<file path="src/rtl/arch_defs_pkg.sv">
// Shared SAP-2 architecture definitions: ALU ops, opcodes,
// T-step constants and the control strobe bundle.
package arch_defs_pkg;

  localparam int OPCODE_WIDTH = 4;
  localparam int STEP_WIDTH   = 3;

  typedef enum logic [1:0] {
    ALU_ADD = 2'd0,
    ALU_SUB = 2'd1,
    ALU_AND = 2'd2,
    ALU_OR  = 2'd3
  } alu_op_t;

  typedef enum logic [3:0] {
    OP_NOP = 4'h0,
    OP_LDA = 4'h1,
    OP_ADD = 4'h2,
    OP_SUB = 4'h3,
    OP_AND = 4'h4,
    OP_OR  = 4'h5,
    OP_STA = 4'h6,
    OP_LDI = 4'h7,
    OP_JMP = 4'h8,
    OP_JC  = 4'h9,
    OP_JZ  = 4'hA,
    OP_JN  = 4'hB,
    OP_OUT = 4'hE,
    OP_HLT = 4'hF
  } opcode_t;

  localparam logic [STEP_WIDTH-1:0] T0 = 3'd0;
  localparam logic [STEP_WIDTH-1:0] T1 = 3'd1;
  localparam logic [STEP_WIDTH-1:0] T2 = 3'd2;
  localparam logic [STEP_WIDTH-1:0] T3 = 3'd3;
  localparam logic [STEP_WIDTH-1:0] T4 = 3'd4;
  localparam logic [STEP_WIDTH-1:0] T5 = 3'd5;

  typedef struct packed {
    logic pc_enable;
    logic load_pc;
    logic oe_pc;
    logic load_mar;
    logic oe_ram;
    logic ram_we;
    logic load_ir;
    logic oe_ir;
    logic load_a;
    logic oe_a;
    logic load_b;
    logic oe_alu;
    logic load_o;
  } ctrl_t;

  function automatic logic is_alu(opcode_t op);
    return op inside {OP_ADD, OP_SUB, OP_AND, OP_OR};
  endfunction

  function automatic alu_op_t alu_of(opcode_t op);
    alu_op_t r;
    r = ALU_ADD;
    unique case (op)
      OP_SUB:  r = ALU_SUB;
      OP_AND:  r = ALU_AND;
      OP_OR:   r = ALU_OR;
      default: r = ALU_ADD;
    endcase
    return r;
  endfunction

endpackage

</file>
<file path="src/rtl/cu_flags_reg.sv">
// Architectural z/c/n flags register with load enable
// and synchronous active-low reset.
module cu_flags_reg (
  input  logic       clk,
  input  logic       reset,
  input  logic       load,
  input  logic [2:0] d,
  output logic [2:0] q
);

  always_ff @(posedge clk) begin
    if (!reset)
      q <= 3'b000;
    else if (load)
      q <= d;
  end

endmodule

</file>
<file path="src/rtl/control_unit.sv">
// SAP-2 microcoded sequencer: T-step counter, halt bit,
// flags register and Moore decode of the control strobes.
module control_unit
  import arch_defs_pkg::*;
#(
  parameter int OPCODE_WIDTH = 4,
  parameter int STEP_WIDTH   = 3
) (
  input  logic                    clk,
  input  logic                    reset,
  input  logic [OPCODE_WIDTH-1:0] opcode,
  input  logic                    alu_zero,
  input  logic                    alu_carry,
  input  logic                    alu_negative,
  output logic [1:0]              alu_op,
  output logic                    pc_enable,
  output logic                    load_pc,
  output logic                    oe_pc,
  output logic                    load_mar,
  output logic                    oe_ram,
  output logic                    ram_we,
  output logic                    load_ir,
  output logic                    oe_ir,
  output logic                    load_a,
  output logic                    oe_a,
  output logic                    load_b,
  output logic                    oe_alu,
  output logic                    load_o,
  output logic                    halt,
  output logic [STEP_WIDTH-1:0]   step,
  output logic                    flag_z,
  output logic                    flag_c,
  output logic                    flag_n
);

  logic [STEP_WIDTH-1:0] step_q;
  logic                  halt_q;
  logic [2:0]            flags_q;
  opcode_t               op;
  ctrl_t                 c;
  alu_op_t               aop;
  logic                  last;
  logic                  set_halt;
  logic                  flag_load;
  logic                  run;

  assign op  = opcode_t'(opcode);
  assign run = reset && !halt_q;

  always_comb begin
    c         = '0;
    aop       = ALU_ADD;
    last      = 1'b0;
    set_halt  = 1'b0;
    flag_load = 1'b0;
    if (run) begin
      unique case (step_q)
        T0: begin
          c.oe_pc    = 1'b1;
          c.load_mar = 1'b1;
        end
        T1: begin
          c.oe_ram    = 1'b1;
          c.load_ir   = 1'b1;
          c.pc_enable = 1'b1;
        end
        T2: begin
          last = 1'b1;
          unique case (op)
            OP_LDA, OP_ADD, OP_SUB,
            OP_AND, OP_OR, OP_STA: begin
              c.oe_ir    = 1'b1;
              c.load_mar = 1'b1;
              last       = 1'b0;
            end
            OP_LDI: begin
              c.oe_ir  = 1'b1;
              c.load_a = 1'b1;
            end
            OP_JMP: begin
              c.oe_ir   = 1'b1;
              c.load_pc = 1'b1;
            end
            OP_JC: begin
              c.oe_ir   = flags_q[1];
              c.load_pc = flags_q[1];
            end
            OP_JZ: begin
              c.oe_ir   = flags_q[2];
              c.load_pc = flags_q[2];
            end
            OP_JN: begin
              c.oe_ir   = flags_q[0];
              c.load_pc = flags_q[0];
            end
            OP_OUT: begin
              c.oe_a   = 1'b1;
              c.load_o = 1'b1;
            end
            OP_HLT:  set_halt = 1'b1;
            default: ;
          endcase
        end
        T3: begin
          last = 1'b1;
          unique case (op)
            OP_LDA: begin
              c.oe_ram = 1'b1;
              c.load_a = 1'b1;
            end
            OP_ADD, OP_SUB, OP_AND, OP_OR: begin
              c.oe_ram = 1'b1;
              c.load_b = 1'b1;
              last     = 1'b0;
            end
            OP_STA: begin
              c.oe_a   = 1'b1;
              c.ram_we = 1'b1;
            end
            default: ;
          endcase
        end
        T4: begin
          if (is_alu(op))
            aop = alu_of(op);
          else
            last = 1'b1;
        end
        T5: begin
          last = 1'b1;
          if (is_alu(op)) begin
            aop       = alu_of(op);
            c.oe_alu  = 1'b1;
            c.load_a  = 1'b1;
            flag_load = 1'b1;
          end
        end
        default: last = 1'b1;
      endcase
    end
  end

  always_ff @(posedge clk) begin
    if (!reset) begin
      step_q <= T0;
      halt_q <= 1'b0;
    end else if (halt_q) begin
      step_q <= T0;
    end else if (last) begin
      step_q <= T0;
      halt_q <= set_halt;
    end else begin
      step_q <= step_q + 1'b1;
    end
  end

  cu_flags_reg u_flags (
    .clk   (clk),
    .reset (reset),
    .load  (flag_load),
    .d     ({alu_zero, alu_carry, alu_negative}),
    .q     (flags_q)
  );

  assign alu_op    = aop;
  assign pc_enable = c.pc_enable;
  assign load_pc   = c.load_pc;
  assign oe_pc     = c.oe_pc;
  assign load_mar  = c.load_mar;
  assign oe_ram    = c.oe_ram;
  assign ram_we    = c.ram_we;
  assign load_ir   = c.load_ir;
  assign oe_ir     = c.oe_ir;
  assign load_a    = c.load_a;
  assign oe_a      = c.oe_a;
  assign load_b    = c.load_b;
  assign oe_alu    = c.oe_alu;
  assign load_o    = c.load_o;
  assign halt      = halt_q;
  assign step      = step_q;
  assign flag_z    = flags_q[2];
  assign flag_c    = flags_q[1];
  assign flag_n    = flags_q[0];

endmodule

</file>
<file path="config.mk">
export PLATFORM = sky130hd
export DESIGN_NAME = control_unit
export DESIGN_NICKNAME = d
export VERILOG_FILES = /design/src/rtl/arch_defs_pkg.sv /design/src/rtl/cu_flags_reg.sv /design/src/rtl/control_unit.sv
export SDC_FILE = /design/constraint.sdc
export NUM_CORES = 1
export LEC_CHECK = 0
export BUFFER_PORTS_ARGS = -buffer_cell sky130_fd_sc_hd__buf_2
export CORE_MARGIN = 4
export CORE_UTILIZATION = 23
export CTS_CLUSTER_SIZE = 40
export DETAILED_ROUTE_END_ITERATION = 10
export SLEW_MARGIN = 20
export SYNTH_ARGS = -nofsm -noshare
export SYNTH_HDL_FRONTEND = slang
export SYNTH_SLANG_ARGS = --single-unit
</file>
<file path="constraint.sdc">
create_clock -name clk -period 3.1 [get_ports clk]
set_input_delay 0.155 -clock clk [delete_from_list [all_inputs] [get_ports clk]]
set_output_delay 0.155 -clock clk [all_outputs]
set_load 0.05 [all_outputs]
</file>
Word level (Yosys, flattened, before mapping) --
Cells that the tools add are included. Widths: inputs -> output; s select.
Operators by class: multiplexer cells 38, equal/unequal tests 18, reductions and logical operators 11, add/sub/neg operators 1, bitwise logic cells 1
Operators by type and width (count):
- $mux 1 | 26
- $eq 4x4->1 const B | 6
- $eq 4x3->1 const B | 4
- $mux 13 | 1
- $pmux 1 s4 | 3
- $eq 4x2->1 const B | 2
- $reduce_or 8->1 | 1
- $eq 3x2->1 const B | 2
- $eq 3x3->1 const B | 2
- $mux 2 | 3
- $pmux 1 s2 | 3
- $pmux 2 s3 | 1
- $reduce_or 6->1 | 1
- $reduce_or 5->1 | 1
- $eq 4x1->1 const B | 1
- $reduce_bool 4->1 | 1
- $reduce_or 2->1 | 2
- $reduce_or 4->1 | 1
- $add 3x1->3 const B | 1
- $eq 3x1->1 const B | 1
- $logic_not 3->1 | 1
- $pmux 1 s3 | 1
- $reduce_or 3->1 | 1
- $logic_and 1x1->1 | 1
- 2 further kinds | 2
Storage, ports and cells: flip-flop bits (word level) 7

Longest topological paths before layout --
word-level depth 7, gate-level depth with buffers 6, gate-level depth less buffers 5

Modules after synthesis --
Synthesis repeated with hierarchy kept, for this count alone.
Second synthesis, totals: cell total of the unflattened synthesis 80, area, all modules 685.7 um^2
Modules (own cells, without submodules):
- control_unit | cells each 71, times used 1, area each 576.8 um^2, seq. area each 80.1 um^2
- cu_flags_reg | cells each 9, times used 1, area each 108.9 um^2, seq. area each 60.1 um^2

Worst setup path before layout --
No wires, ideal clock.
kind register -> output, start register step_q[0], in the netlist step[0], end output oe_ram, cell stages (with the launch flop) 5, required time 2.945 ns, data arrival time 2.733 ns, setup slack 0.212 ns, path through dfxtp_1 -> ha_1 -> ha_1 -> a41oi_1 -> nor4_1
Between the ends: longest elaborated chain between the ends 3, elaborated cells on any way between the ends 4
Ends and longest elaborated chain:
- from (decl) | RTL line control_unit.sv:36 | logic [STEP_WIDTH-1:0] step_q;
- from (signal assigned) | RTL line control_unit.sv:153 | step_q <= step_q + 1'b1;
- $eq 3x2->1 or $eq 3x1->1 (tied branches) | RTL line control_unit.sv:57 | unique case (step_q)
- $pmux 1 s2 (*) | RTL line control_unit.sv:57
- $mux 13 (*) | RTL line control_unit.sv:56 | if (run) begin
- to (decl) | RTL line control_unit.sv:20 | output logic oe_ram,
Mark *: on every way between the ends. The rest lies on a longest branch, timed or not.

Worst setup path in the final report --
start register step_q[0], in the netlist step[0], end output oe_a
Between the ends: longest elaborated chain between the ends 3, elaborated cells on any way between the ends 4
Ends and longest elaborated chain:
- $eq 3x2->1 | RTL line control_unit.sv:57
- $pmux 1 s2 (*) | RTL line control_unit.sv:57
- $mux 13 (*) | RTL line control_unit.sv:56
- to (decl) | RTL line control_unit.sv:25 | output logic oe_a,
Marks and branches as above.

==> metrics.txt <==
logic gate share of total power=0.640; Clock Sinks=7; vias in the first global route=between 600 and 700; first-pass GRT wire length=between 2 and 3 mm; Main synth FF type=dfxtp_1; sequential element share of the synthesized area=0.207; status=completed; root buffer cell=clkbuf_4; Worst Setup Start Kind=flop; met3 WL post-DR=a little over 100 µm; Area Overhead vs Synth=26.4%; vias per inst=between 4 and 5; Period minus WS final=2.30 ns; TritonCTS clock tree=yes; commonest cells after routing, fill and taps aside=buf_2, nand2_1, inv_1, dfxtp_1; GP Congestion=around 0.83; Max FO, Critical Path=6; Clock Power Share=0.138; worst slew pin tran=around 0.54 ns; Routed Antenna Nets=0; clk_lat worst skew=0.24 ns; Final Cell Area=856 µm²; hold crit path type=in2reg; maxcap violations=0; Max Used Layer=met4; total number of yosys warnings=0; Syn Area/Cell=8.36 µm²; CP Capture Type=primary output; Clock Skews=about 0.0032 ns; HPWL after DPL=around 1.4 mm; area of the core=0.00278 mm²; share of flip-flops with an asynchronous set or reset=0; Slew Limit Fails=0; TNS Setup=0 ns; Hold Buf Count CTS=0; initial core utilization=0.243; Post-synth EDFFs=0; CP cell instances=inv_1 > ha_1 > nor4bb_1 > nand2_1 > a211oi_1 > buf_2; worst slew margin relative to its limit=0.630; number of synthesized register bits=7; Worst-path clk slew=roughly 0.050 ns; sequential share of power=0.222; input/output buffers=30; CTS H-Tree Depth=1; Gate Count Post-Synth=slightly above 80; CP Class=reg2out; All-Layer GR Usage=0.0864; fmax=roughly 430 MHz; post-CTS sizing=0; Layout Utilization=0.308; CP max stage delay=between 0.4 and 0.5 ns; share of cells above drive strength 1=0.349; Post-Syn Area=about 680 µm²; Avg WL per Cell=~13 µm; Pwr Density=664 mW/mm²; Critical Path AT=~2.2 ns; antenna diode instance count=0; total CTS buffers=3; Int Power=267 µW; Total Nets Final=approximately 120; largest net degree at the start of global routing=13; wl on met1=801 µm; CP max-delay cell=nor4bb_1; DR pass1 iterations=4; met2 WL=~850 µm; Final Setup Violations=0; antenna violations before repair=0; leakage power=0.000419 µW; P_sw=between 300 and 400 µW; Final period util=0.743; Std-Cell Rows=19; final count of hold timing violations=0; FILL cells=roughly 290; Net Sw Frac=0.530; num ports=31; Post-DP Area=around 830 µm²; Vias=roughly 700; remaining global-route overflow=0; clk buf depth=2; Max VDD drop=0.400 mV; Post-CTS Setup Inserts=0; die width=62.3 µm; WP data required=a little under 3 ns; Mapped Nets=95; DIE AREA=0.00388 mm²; most common cell after layout, fill and taps aside=buf_2; DRT iter0 DRCs=7; RSZ-0062 raised after global routing=false; Total Wirelength=between 1.5 and 2 mm; Die H=roughly 62 µm; Synth cell types=34; Final Total Pwr=about 570 µW; DRC violations left=0
[layout make-up]
class / instances / area, µm² / share of cell area
sequential: 7 / 140 / 0.164
multi-input combinational: 61 / 474 / 0.554
clock buffer: 4 / 26.3 / 0.0307
tap: 31 / 38.8 / 0.0453
timing repair buffer: 30 / 150 / 0.175
inverter: 7 / 26.3 / 0.0307
[power groups by stage]
stage | combinational (µW) | sequential, µW | clock [µW]
floorplan | 252 | 170 | 0
global placement | 366 | 125 | 0
detailed placement | 365 | 128 | 0
CTS | 367 | 126 | 83.6
global route | 391 | 130 | 85.9
finish | 364 | 126 | 78.2
[cell usage after synthesis, drive strengths merged, types with 2 or more instances]
library cell | count | area (µm²)
nor2 | 5 | 18.8
and2 | 3 | 18.8
o211a | 2 | 20.0
dfxtp | 7 | 140
inv | 7 | 26.3
o21a | 2 | 15.0
mux2i | 4 | 40.0
nor4b | 2 | 30.0
nor3 | 4 | 20.0
a21oi | 2 | 10.0
nand2 | 7 | 26.3
a41oi | 2 | 17.5
nor4 | 3 | 33.8
nor3b | 5 | 37.5
buf | 5 | 32.5
ha | 5 | 62.6
[path summary, 6_finish.rpt]
| path | startpoint | end | slack [ns] | cells after the start |
|---|---|---|---|---|
| max | step[0] | oe_a | 0.80 | 6 |
| min reg2reg | u_flags.q[2] | u_flags.q[2] | 0.47 | 2 |
| max reg2reg | step[2] | step[0] | 1.34 | 5 |
| min | alu_carry | u_flags.q[1] | 0.15 | 3 |
[per-layer routing]
metal,track usage,up-vias
met5,0,-
met4,0.0345,0
met3,0.0270,4
met2,0.137,19
met1,0.108,310
li1,-,352
[sequential cells by signal, summed over array words and instances (netlist names)]
register / count
step: 3
halt: 1
u_flags.q: 3
[per-stage QoR]
| step | setup WS, ns | instances | hold WS, ns |
|---|---|---|---|
| after floorplan | 0.212 | 81 | 0.283 |
| after global placement | 1.18 | 136 | 0.398 |
| after detailed placement | 1.07 | 136 | 0.403 |
| after CTS | 0.789 | 140 | 0.135 |
| after global routing | 0.594 | 140 | 0.157 |
| final | 0.796 | 140 | 0.147 |
[critical path: cells and delay by family, from the launching register on]
kind	cells	cell delay [ns]
and+or+nand+nor	2	0.62
AOI/OAI and AO/OA	1	0.23
DFF	1	0.37
buffers and inverters	2	0.41
adders and majority gates	1	0.27
[cells by family (layout without fill, tap and decap cells)]
| family | Yosys count | count (layout) | share of synthesized area |
|---|---|---|---|
| adder cells (fa/ha/maj) | 5 | 5 | 0.0924 |
| flip-flops | 7 | 7 | 0.207 |
| AO/OA/AOI/OAI | 14 | 14 | 0.159 |
| multiplexers | 4 | 4 | 0.0592 |
| XOR/XNOR | 1 | 1 | 0.0240 |
| buffers and inverters | 13 | 41 | 0.0924 |
| AND/OR/NAND/NOR | 37 | 37 | 0.366 |
(Power assumes the default switching activity.)
